`src/rtl/video_timing_pkg.sv`:
```
// Shared timing defaults, counter sizing and the sequencer state encoding
// for the video timing generator.
package video_timing_pkg;

    localparam int H_ACTIVE_DEF = 800;
    localparam int H_FP_DEF     = 40;
    localparam int H_SYNC_DEF   = 48;
    localparam int H_BP_DEF     = 40;
    localparam int V_ACTIVE_DEF = 480;
    localparam int V_FP_DEF     = 13;
    localparam int V_SYNC_DEF   = 3;
    localparam int V_BP_DEF     = 29;

    localparam int CNT_W   = 10;
    localparam int CNT_MAX = 1 << CNT_W;

    typedef enum logic [1:0] {
        ST_IDLE = 2'd0,
        ST_RUN  = 2'd1,
        ST_STOP = 2'd2
    } state_t;

endpackage

```
`src/rtl/video_timing_counter.sv`:
```
// Wrapping up-counter 0..MAX-1 with synchronous clear; wrap flags the
// cycle in which an increment rolls the count back to zero.
module video_timing_counter
    import video_timing_pkg::*;
#(
    parameter int MAX = 1024
) (
    input  logic             pclk,
    input  logic             rst_n,
    input  logic             clr,
    input  logic             inc,
    output logic [CNT_W-1:0] cnt,
    output logic             wrap
);

    localparam logic [CNT_W-1:0] LAST_VAL = CNT_W'(MAX - 1);

    logic last;

    assign last = (cnt == LAST_VAL);
    assign wrap = inc & last;

    always_ff @(posedge pclk or negedge rst_n) begin
        if (!rst_n) begin
            cnt <= '0;
        end else if (clr) begin
            cnt <= '0;
        end else if (inc) begin
            cnt <= last ? '0 : cnt + CNT_W'(1);
        end
    end

endmodule

```
`src/rtl/video_timing.sv`:
```
// Raster timing generator: h/v counters, sync/de/position decode registered
// one pclk behind the counters, and a run/stop sequencer that only halts on
// a frame boundary.
//
//   state   | meaning
//   --------+-----------------------------------------------------------
//   ST_IDLE | counters held at 0, outputs idle; en=1 starts a frame
//   ST_RUN  | counting, en high
//   ST_STOP | counting, en low; halts at the last cycle of the frame
module video_timing
    import video_timing_pkg::*;
#(
    parameter int H_ACTIVE = H_ACTIVE_DEF,
    parameter int H_FP     = H_FP_DEF,
    parameter int H_SYNC   = H_SYNC_DEF,
    parameter int H_BP     = H_BP_DEF,
    parameter int V_ACTIVE = V_ACTIVE_DEF,
    parameter int V_FP     = V_FP_DEF,
    parameter int V_SYNC   = V_SYNC_DEF,
    parameter int V_BP     = V_BP_DEF
) (
    input  logic             pclk,
    input  logic             rst_n,
    input  logic             en,
    output logic             hsync,
    output logic             vsync,
    output logic             de,
    output logic [CNT_W-1:0] x,
    output logic [CNT_W-1:0] y,
    output logic             frame_start
);

    localparam int H_TOTAL = H_ACTIVE + H_FP + H_SYNC + H_BP;
    localparam int V_TOTAL = V_ACTIVE + V_FP + V_SYNC + V_BP;

    if (H_TOTAL > CNT_MAX) begin : g_h_total_chk
        $error("video_timing: H_TOTAL exceeds 10-bit counter range");
    end
    if (V_TOTAL > CNT_MAX) begin : g_v_total_chk
        $error("video_timing: V_TOTAL exceeds 10-bit counter range");
    end

    localparam logic [CNT_W-1:0] H_ACT_L = CNT_W'(H_ACTIVE);
    localparam logic [CNT_W-1:0] HS_BEG  = CNT_W'(H_ACTIVE + H_FP);
    localparam logic [CNT_W-1:0] HS_END  = CNT_W'(H_ACTIVE + H_FP + H_SYNC);
    localparam logic [CNT_W-1:0] V_ACT_L = CNT_W'(V_ACTIVE);
    localparam logic [CNT_W-1:0] VS_BEG  = CNT_W'(V_ACTIVE + V_FP);
    localparam logic [CNT_W-1:0] VS_END  = CNT_W'(V_ACTIVE + V_FP + V_SYNC);

    state_t           state, state_nxt;
    logic             counting;
    logic             h_wrap, frame_end;
    logic [CNT_W-1:0] hcnt, vcnt;
    logic             act_d, hs_d, vs_d, fs_d;

    assign counting = (state != ST_IDLE);

    video_timing_counter #(.MAX(H_TOTAL)) u_hcnt (
        .pclk  (pclk),
        .rst_n (rst_n),
        .clr   (!counting),
        .inc   (counting),
        .cnt   (hcnt),
        .wrap  (h_wrap)
    );

    // v wrap only fires together with an h wrap, so it marks the frame end.
    video_timing_counter #(.MAX(V_TOTAL)) u_vcnt (
        .pclk  (pclk),
        .rst_n (rst_n),
        .clr   (!counting),
        .inc   (h_wrap),
        .cnt   (vcnt),
        .wrap  (frame_end)
    );

    always_ff @(posedge pclk or negedge rst_n) begin
        if (!rst_n) begin
            state <= ST_IDLE;
        end else begin
            state <= state_nxt;
        end
    end

    always_comb begin
        state_nxt = state;
        case (state)
            ST_IDLE: if (en) state_nxt = ST_RUN;
            ST_RUN:  if (!en) state_nxt = frame_end ? ST_IDLE : ST_STOP;
            ST_STOP: begin
                if (en) begin
                    state_nxt = ST_RUN;
                end else if (frame_end) begin
                    state_nxt = ST_IDLE;
                end
            end
            default: state_nxt = ST_IDLE;
        endcase
    end

    always_comb begin
        act_d = counting && (hcnt < H_ACT_L) && (vcnt < V_ACT_L);
        hs_d  = counting && (hcnt >= HS_BEG) && (hcnt < HS_END);
        vs_d  = counting && (vcnt >= VS_BEG) && (vcnt < VS_END);
        fs_d  = counting && (hcnt == '0) && (vcnt == '0);
    end

    always_ff @(posedge pclk or negedge rst_n) begin
        if (!rst_n) begin
            hsync       <= 1'b1;
            vsync       <= 1'b1;
            de          <= 1'b0;
            x           <= '0;
            y           <= '0;
            frame_start <= 1'b0;
        end else begin
            hsync       <= ~hs_d;
            vsync       <= ~vs_d;
            de          <= act_d;
            x           <= act_d ? hcnt : '0;
            y           <= act_d ? vcnt : '0;
            frame_start <= fs_d;
        end
    end

endmodule
```
`config.mk`:
```
export PLATFORM = sky130hd
export DESIGN_NAME = video_timing
export DESIGN_NICKNAME = d
export VERILOG_FILES = /design/src/rtl/video_timing_pkg.sv /design/src/rtl/video_timing_counter.sv /design/src/rtl/video_timing.sv
export SDC_FILE = /design/constraint.sdc
export NUM_CORES = 1
export LEC_CHECK = 0
export ABC_AREA = 1
export CORE_MARGIN = 2
export CORE_UTILIZATION = 43
export DETAILED_ROUTE_END_ITERATION = 16
export PLACE_DENSITY = 0.75
export SLEW_MARGIN = 5
export SYNTH_ARGS = -nofsm -noshare
export SYNTH_HDL_FRONTEND = slang
export SYNTH_SLANG_ARGS = --single-unit
```
`constraint.sdc`:
```
create_clock -name pclk -period 1.8 [get_ports pclk]
set_input_delay 0.36 -clock pclk [delete_from_list [all_inputs] [get_ports pclk]]
set_output_delay 0.36 -clock pclk [all_outputs]
set_load 0.02 [all_outputs]
```
==> flow_summary.yaml, run 1 <==
clock_tree:
  cts_resized: 0
  cts_root_buf: "clkbuf_8"
  htree_levels: 2
  clk_pin_slew_ps: 80
  clk_latency_ps: 290
  cts_buffer_depth: 2
  tritoncts: "built"
  cts_sinks: 46
  cts_setup_buffers: 0
  cts_buffers: 5
die:
  row_count: 25
  die_h_um: 73.71
  start_util: 0.4453
  coreArea_um2: 4692
  die_area_um2: 5433
  fp.dieW_um: 73.71
  io_pins: 27
yosys:
  synth_area_um2: 2090
  synth-seq-cells: 46
  synth_fp_nets: 237
  synth-adder-area-share: 0.03593
  synth-compound-area-share: 0.04371
  ys_seq_area_frac: 0.5521
  synth_top_family_by_area: "simple AND/OR/NAND/NOR gates"
  yosys_warnings: 0
  yosys-mux-area-fraction: 0
  ys_types: 28
  postSynthCellCount: 228
  synth_xor_area_frac: 0.02096
  syn_avg_cell_area_um2: 9.164
  synth-simple-area-share: 0.2629
setup_path:
  crit_type: "flop to output pin"
  startpoint_type: "flop"
  end_kind: "output pin"
  cpPeakStageDelay_ps: 590
  reg2regPathDepth: 9
  slowest_stage: "clkdlybuf4s50_1"
  critPathMaxFanout: 1
  worst_r2r_endpoint: "u_vcnt.cnt[9]"
  cp_cell_sequence: "clkdlybuf4s50_1"
  crit_required_ps: 1440
  worst-path-buf-inv: 1
  setup.worst_path.end: "hsync"
  r2r_start: "u_vcnt.cnt[0]"
  path_depth: 1
  startpoint: "hsync"
  cp_top_family: "buffers and inverters"
  r2r_slack_ps: 330
  arrival_ps: 1400
timing:
  fin_crit_ps: 1756
  fmax_ghz: 0.5694
  maxSlewViolCount: 0
  setup_tns_ps: 0
  rsz0062_at_grt: "false"
  setup_viol: 0
  skew_ps: 5.933
  hold_ws_ps: 490.8
  finalHoldViolations: 0
  min_period_over_period: 0.9756
power:
  combPwrFrac: 0.101
  power_frac_clock: 0.409
  max-vdd-ir-drop_mv: 0.4686
  sw_frac_of_total: 0.2221
  total_leakage_power_nw: 1.246
  power_switching_uw: 500.6
  internal_power_mw: 1.754
  power.density_nw_per_um2: 877.3
  seq_power_share: 0.490
grt:
  antenna_found_initial: 0
  grt_pass1_vias: 1427
  grt_max_degree: 24
  grt_pass1_wl_mm: 6.541
  grt_overflow: 0
  gr-usage-all-layers: 0.1620
route:
  avgRoutedWirePerCell_um: 11.97
  dr.pass1.iters: 4
  first_iter_violations: 105
  drc: 0
  drtAntennaViolNets: 0
  routed_via_density: 4.798
  totalWireLength_mm: 3.793
  num_vias: 1521
min_path:
  hp-class: "primary input to asynchronous set/reset pin"
placed_design:
  dp_hpwl_mm: 2.756
  numPortBuffers: 26
  gp_congestion: 0.9131
layout:
  area_delta_synth_final_pct: 22.99
  final_nets: 271
  drive_above_1_share: 0.1217
  n_antenna_cell: 0
job:
  max_cap_violations: 0
outcome:
  status: "completed"
layer usage:
metal,global-route usage,routed length (um),share of wire
met1,0.2212,1847,0.49
met2,0.2510,1767,0.47
met3,0.04115,125,0.033
met4,0.05455,53,0.014
met5,0,0,0
cell usage in the layout, fill, tap and decap left out, types with 2 or more instances in the layout:
cell | synthesis | routed
o21ai_0 | 3 | 3
dfstp_2 | 2 | 2
xor2_1 | 5 | 5
dfrtp_1 | 44 | 44
buf_4 | 1 | 2
clkdlybuf4s50_1 | 0 | 25
nor3_2 | 2 | 2
inv_1 | 33 | 33
nand2_1 | 33 | 33
inv_2 | 5 | 5
clkbuf_8 | 0 | 6
nor2_4 | 3 | 3
a21oi_1 | 3 | 3
nor3_1 | 9 | 9
nand4_1 | 5 | 5
nor2_1 | 37 | 37
bufinv_16 | 0 | 2
ha_1 | 6 | 6
nand3_1 | 14 | 14
nor2_2 | 2 | 2
nand2_2 | 3 | 3
o21ai_1 | 8 | 8
power groups by stage:
stage	logic [mW]	clock network, mW	registers [mW]
3_5_place_dp	0.229	0	1.12
4_1_cts	0.232	0.945	1.10
5_1_grt	0.261	0.989	1.11
3_3_place_gp	0.226	0	1.12
2_1_floorplan	0.106	0	1.15
6_report	0.228	0.923	1.10
through the flow:
step           total power, mW  std cells  setup slack [ps]    util  cell area [um^2]
6_report                 2.255        317             43.86  0.5477              2570
5_1_grt                  2.360        317             4.404  0.5477              2570
4_1_cts                  2.281        317             29.64  0.5477              2570
3_5_place_dp             1.352        308             332.6  0.5152              2417
3_3_place_gp             1.347        308             361.4  0.5152              2417
2_1_floorplan            1.252        228             470.8       -              2090
flip-flops by register name, indices dropped and copies added (netlist names):
signal,cells
state,2
y,10
hsync,1
vsync,1
u_hcnt.cnt,10
frame_start,1
x,10
u_vcnt.cnt,10
de,1
cell type report:
cell class / count / area (um^2)
clock buffer: 6 / 82.58
tap: 54 / 67.56
inverter: 38 / 142.6
timing repair buffer: 30 / 300.3
multi-input combinational: 141 / 763.2
sequential: 46 / 1154
fill: 412 / 2122
clock inverter: 2 / 60.06
synth_stat cells (all sizes together):
library cell | count | area (um^2)
a31oi | 1 | 6.260
ha | 6 | 75.07
a211oi | 1 | 7.510
nor3 | 11 | 65.06
nand4 | 6 | 52.55
o21ai | 11 | 55.05
conb | 1 | 3.750
dfstp | 2 | 52.55
nor2 | 42 | 185.2
nand2 | 36 | 142.6
xor2 | 5 | 43.79
nand3 | 16 | 97.60
a21boi | 1 | 7.510
a21oi | 3 | 15.01
dfrtp | 44 | 1101
buf | 3 | 30.03
nor4 | 1 | 6.260
inv | 38 | 142.6
cells by family after synthesis:
family | after synthesis
AOI/OAI and AO/OA | 17
xor gates and xnor gates | 5
adders and majority gates | 6
buffers and inverters | 41
DFF | 46
other | 1
and+or+nand+nor | 112
how the worst min path moves through the flow:
stage / endpoint / slack [ps] / cells past startpoint / from
6_report: u_vcnt.cnt[3] / 490 / 2 / rst_n
4_1_cts: u_vcnt.cnt[3] / 490 / 2 / rst_n
5_1_grt: u_vcnt.cnt[3] / 510 / 2 / rst_n
3_5_place_dp: u_vcnt.cnt[3] / 280 / 1 / rst_n
2_1_floorplan: de / 60 / 0 / rst_n
3_3_place_gp: y[3] / 270 / 1 / rst_n
timing repair:
item	CTS	global route
endpoints found under the setup margin	0	0
hold buffers	1	0
hold endpoints to repair	12	0
(Power assumes the default switching activity.)
==> run 2, diff against run 1 <==
- CORE_MARGIN: 2 -> 3
- GPL_ROUTABILITY_DRIVEN: default -> 0
==> run 2 against run 1 <==
Compared with the run above: critical path type unchanged; die area rose by 5.5%; global-route usage fell by 0.70 points; sequential power barely moved; final area fell by 0.44%; worst hold slack got worse by 370 ps.
==> flow_summary.yaml, run 2 (synthesized netlist as in run 1, its figures left out) <==
timing:
  max_slew_margin: 0.6375
  finalHoldViolations: 0
  setup_viol: 0
  maxSlewViolCount: 0
  fin_crit_ps: 1607
  hold_ws_ps: 123.6
  rsz0062_at_grt: "false"
  tightest_slew_ps: 543.8
  setup_tns_ps: 0
  fmax_ghz: 0.6224
  skew_ps: 5.935
  min_period_over_period: 0.8926
setup_path:
  end_kind: "output pin"
  worst_r2r_endpoint: "u_vcnt.cnt[9]"
  r2r_slack_ps: 300
  crit_required_ps: 1440
  crit_type: "flop to output pin"
  slowest_stage: "clkdlybuf4s50_1"
  reg2regPathDepth: 9
  critPathMaxFanout: 1
  startpoint: "y[0]"
  cp_cell_sequence: "clkdlybuf4s50_1"
  r2r_start: "u_vcnt.cnt[0]"
  setup.worst_path.end: "y[0]"
  worst-path-buf-inv: 1
  path_depth: 1
  startpoint_type: "flop"
  cp_top_family: "buffers and inverters"
  cpPeakStageDelay_ps: 600
  arrival_ps: 1250
die:
  die_h_um: 75.71
  row_count: 24
  start_util: 0.4608
  coreArea_um2: 4534
  io_pins: 27
  fp.dieW_um: 75.71
  die_area_um2: 5732
power:
  power_switching_uw: 503.3
  seq_power_share: 0.491
  total_leakage_power_nw: 1.232
  max-vdd-ir-drop_mv: 0.3249
  internal_power_mw: 1.747
  power.density_nw_per_um2: 879.6
  combPwrFrac: 0.098
  sw_frac_of_total: 0.2236
  power_mw: 2.251
  power_frac_clock: 0.412
layout:
  n_fill_cell: 391
  layout_common_cells: "44 x dfrtp_1, 37 x nor2_1, 33 x inv_1, 33 x nand2_1, 23 x clkdlybuf4s50_1"
  fin_area_um2: 2559
  n_antenna_cell: 0
  mostFrequentLayoutCell: "dfrtp_1"
  final_nets: 269
  drive_above_1_share: 0.1188
  area_delta_synth_final_pct: 22.45
outcome:
  status: "completed"
clock_tree:
  clk_pin_slew_ps: 80
  cts_sinks: 46
  cts_resized: 0
  cts_buffer_depth: 2
  cts_setup_buffers: 0
  clk_latency_ps: 300
  htree_levels: 2
  cts_buffers: 5
  tritoncts: "built"
  cts_root_buf: "clkbuf_8"
  cts-hold-fix-buffers: 0
grt:
  gr-usage-all-layers: 0.1549
  grt_max_degree: 47
  grt_pass1_wl_mm: 6.672
  grt_overflow: 0
  grt_pass1_vias: 1492
  antenna_found_initial: 0
job:
  max_cap_violations: 0
route:
  routed_via_density: 4.675
  num_vias: 1524
  avgRoutedWirePerCell_um: 11.67
  drc: 0
  totalWireLength_mm: 3.806
  first_iter_violations: 155
  drtAntennaViolNets: 0
  dr.pass1.iters: 4
placed_design:
  dp_hpwl_mm: 2.653
  numPortBuffers: 26
  dpl-instance-area_um2: 2411
min_path:
  hp-class: "primary input to asynchronous set/reset pin"
[run 2: worst min path at each step]
stage                from  cells past startpoint  endpoint
floorplan           rst_n                      0        de
global placement    rst_n                      2      y[3]
detailed placement  rst_n                      2      y[3]
CTS                 rst_n                      2      y[3]
global route        rst_n                      2      y[3]
finish              rst_n                      2      y[4]
[run 2: per-layer routing]
layer  global-route usage  vias up  wire [um]
li1                     -      767          -
met1               0.1998      704       1738
met2               0.2483       48       1771
met3              0.04222        5        228
met4              0.06019        0         68
met5                    0        -          0
[run 2: area by class of cell]
class	count	area (um^2)	share of cell area
multi-input combinational	141	763.2	0.2983
tap	65	81.33	0.03178
clock inverter	2	60.06	0.02347
sequential	46	1154	0.4509
timing repair buffer	28	275.3	0.1076
clock buffer	6	82.58	0.03227
inverter	38	142.6	0.05575
[run 2: worst reg2reg max path: cells and delay by family (launching register included)]
kind / cells / cell delay [ps]
simple gates: 6 / 600
fa+ha+maj: 1 / 190
flops: 1 / 420
buf+inv: 2 / 180
[run 2: power by group through the flow]
stage                     Sequential (mW)  Clock, mW  Combinational [mW]
final                                1.10      0.926               0.220
after global routing                 1.11      0.989               0.250
after CTS                            1.10      0.945               0.225
after detailed placement             1.12          0               0.225
after global placement               1.12          0               0.221
after floorplan                      1.15          0               0.106
[run 2: metrics by stage]
| stage | util | cells | setup slack [ps] |
|---|---|---|---|
| after floorplan | - | 228 | 470.8 |
| after global placement | 0.5317 | 318 | 360.7 |
| after detailed placement | 0.5317 | 318 | 329.8 |
| after CTS | 0.5632 | 326 | 30.62 |
| after global routing | 0.5643 | 326 | 157.7 |
| final | 0.5643 | 326 | 193.3 |
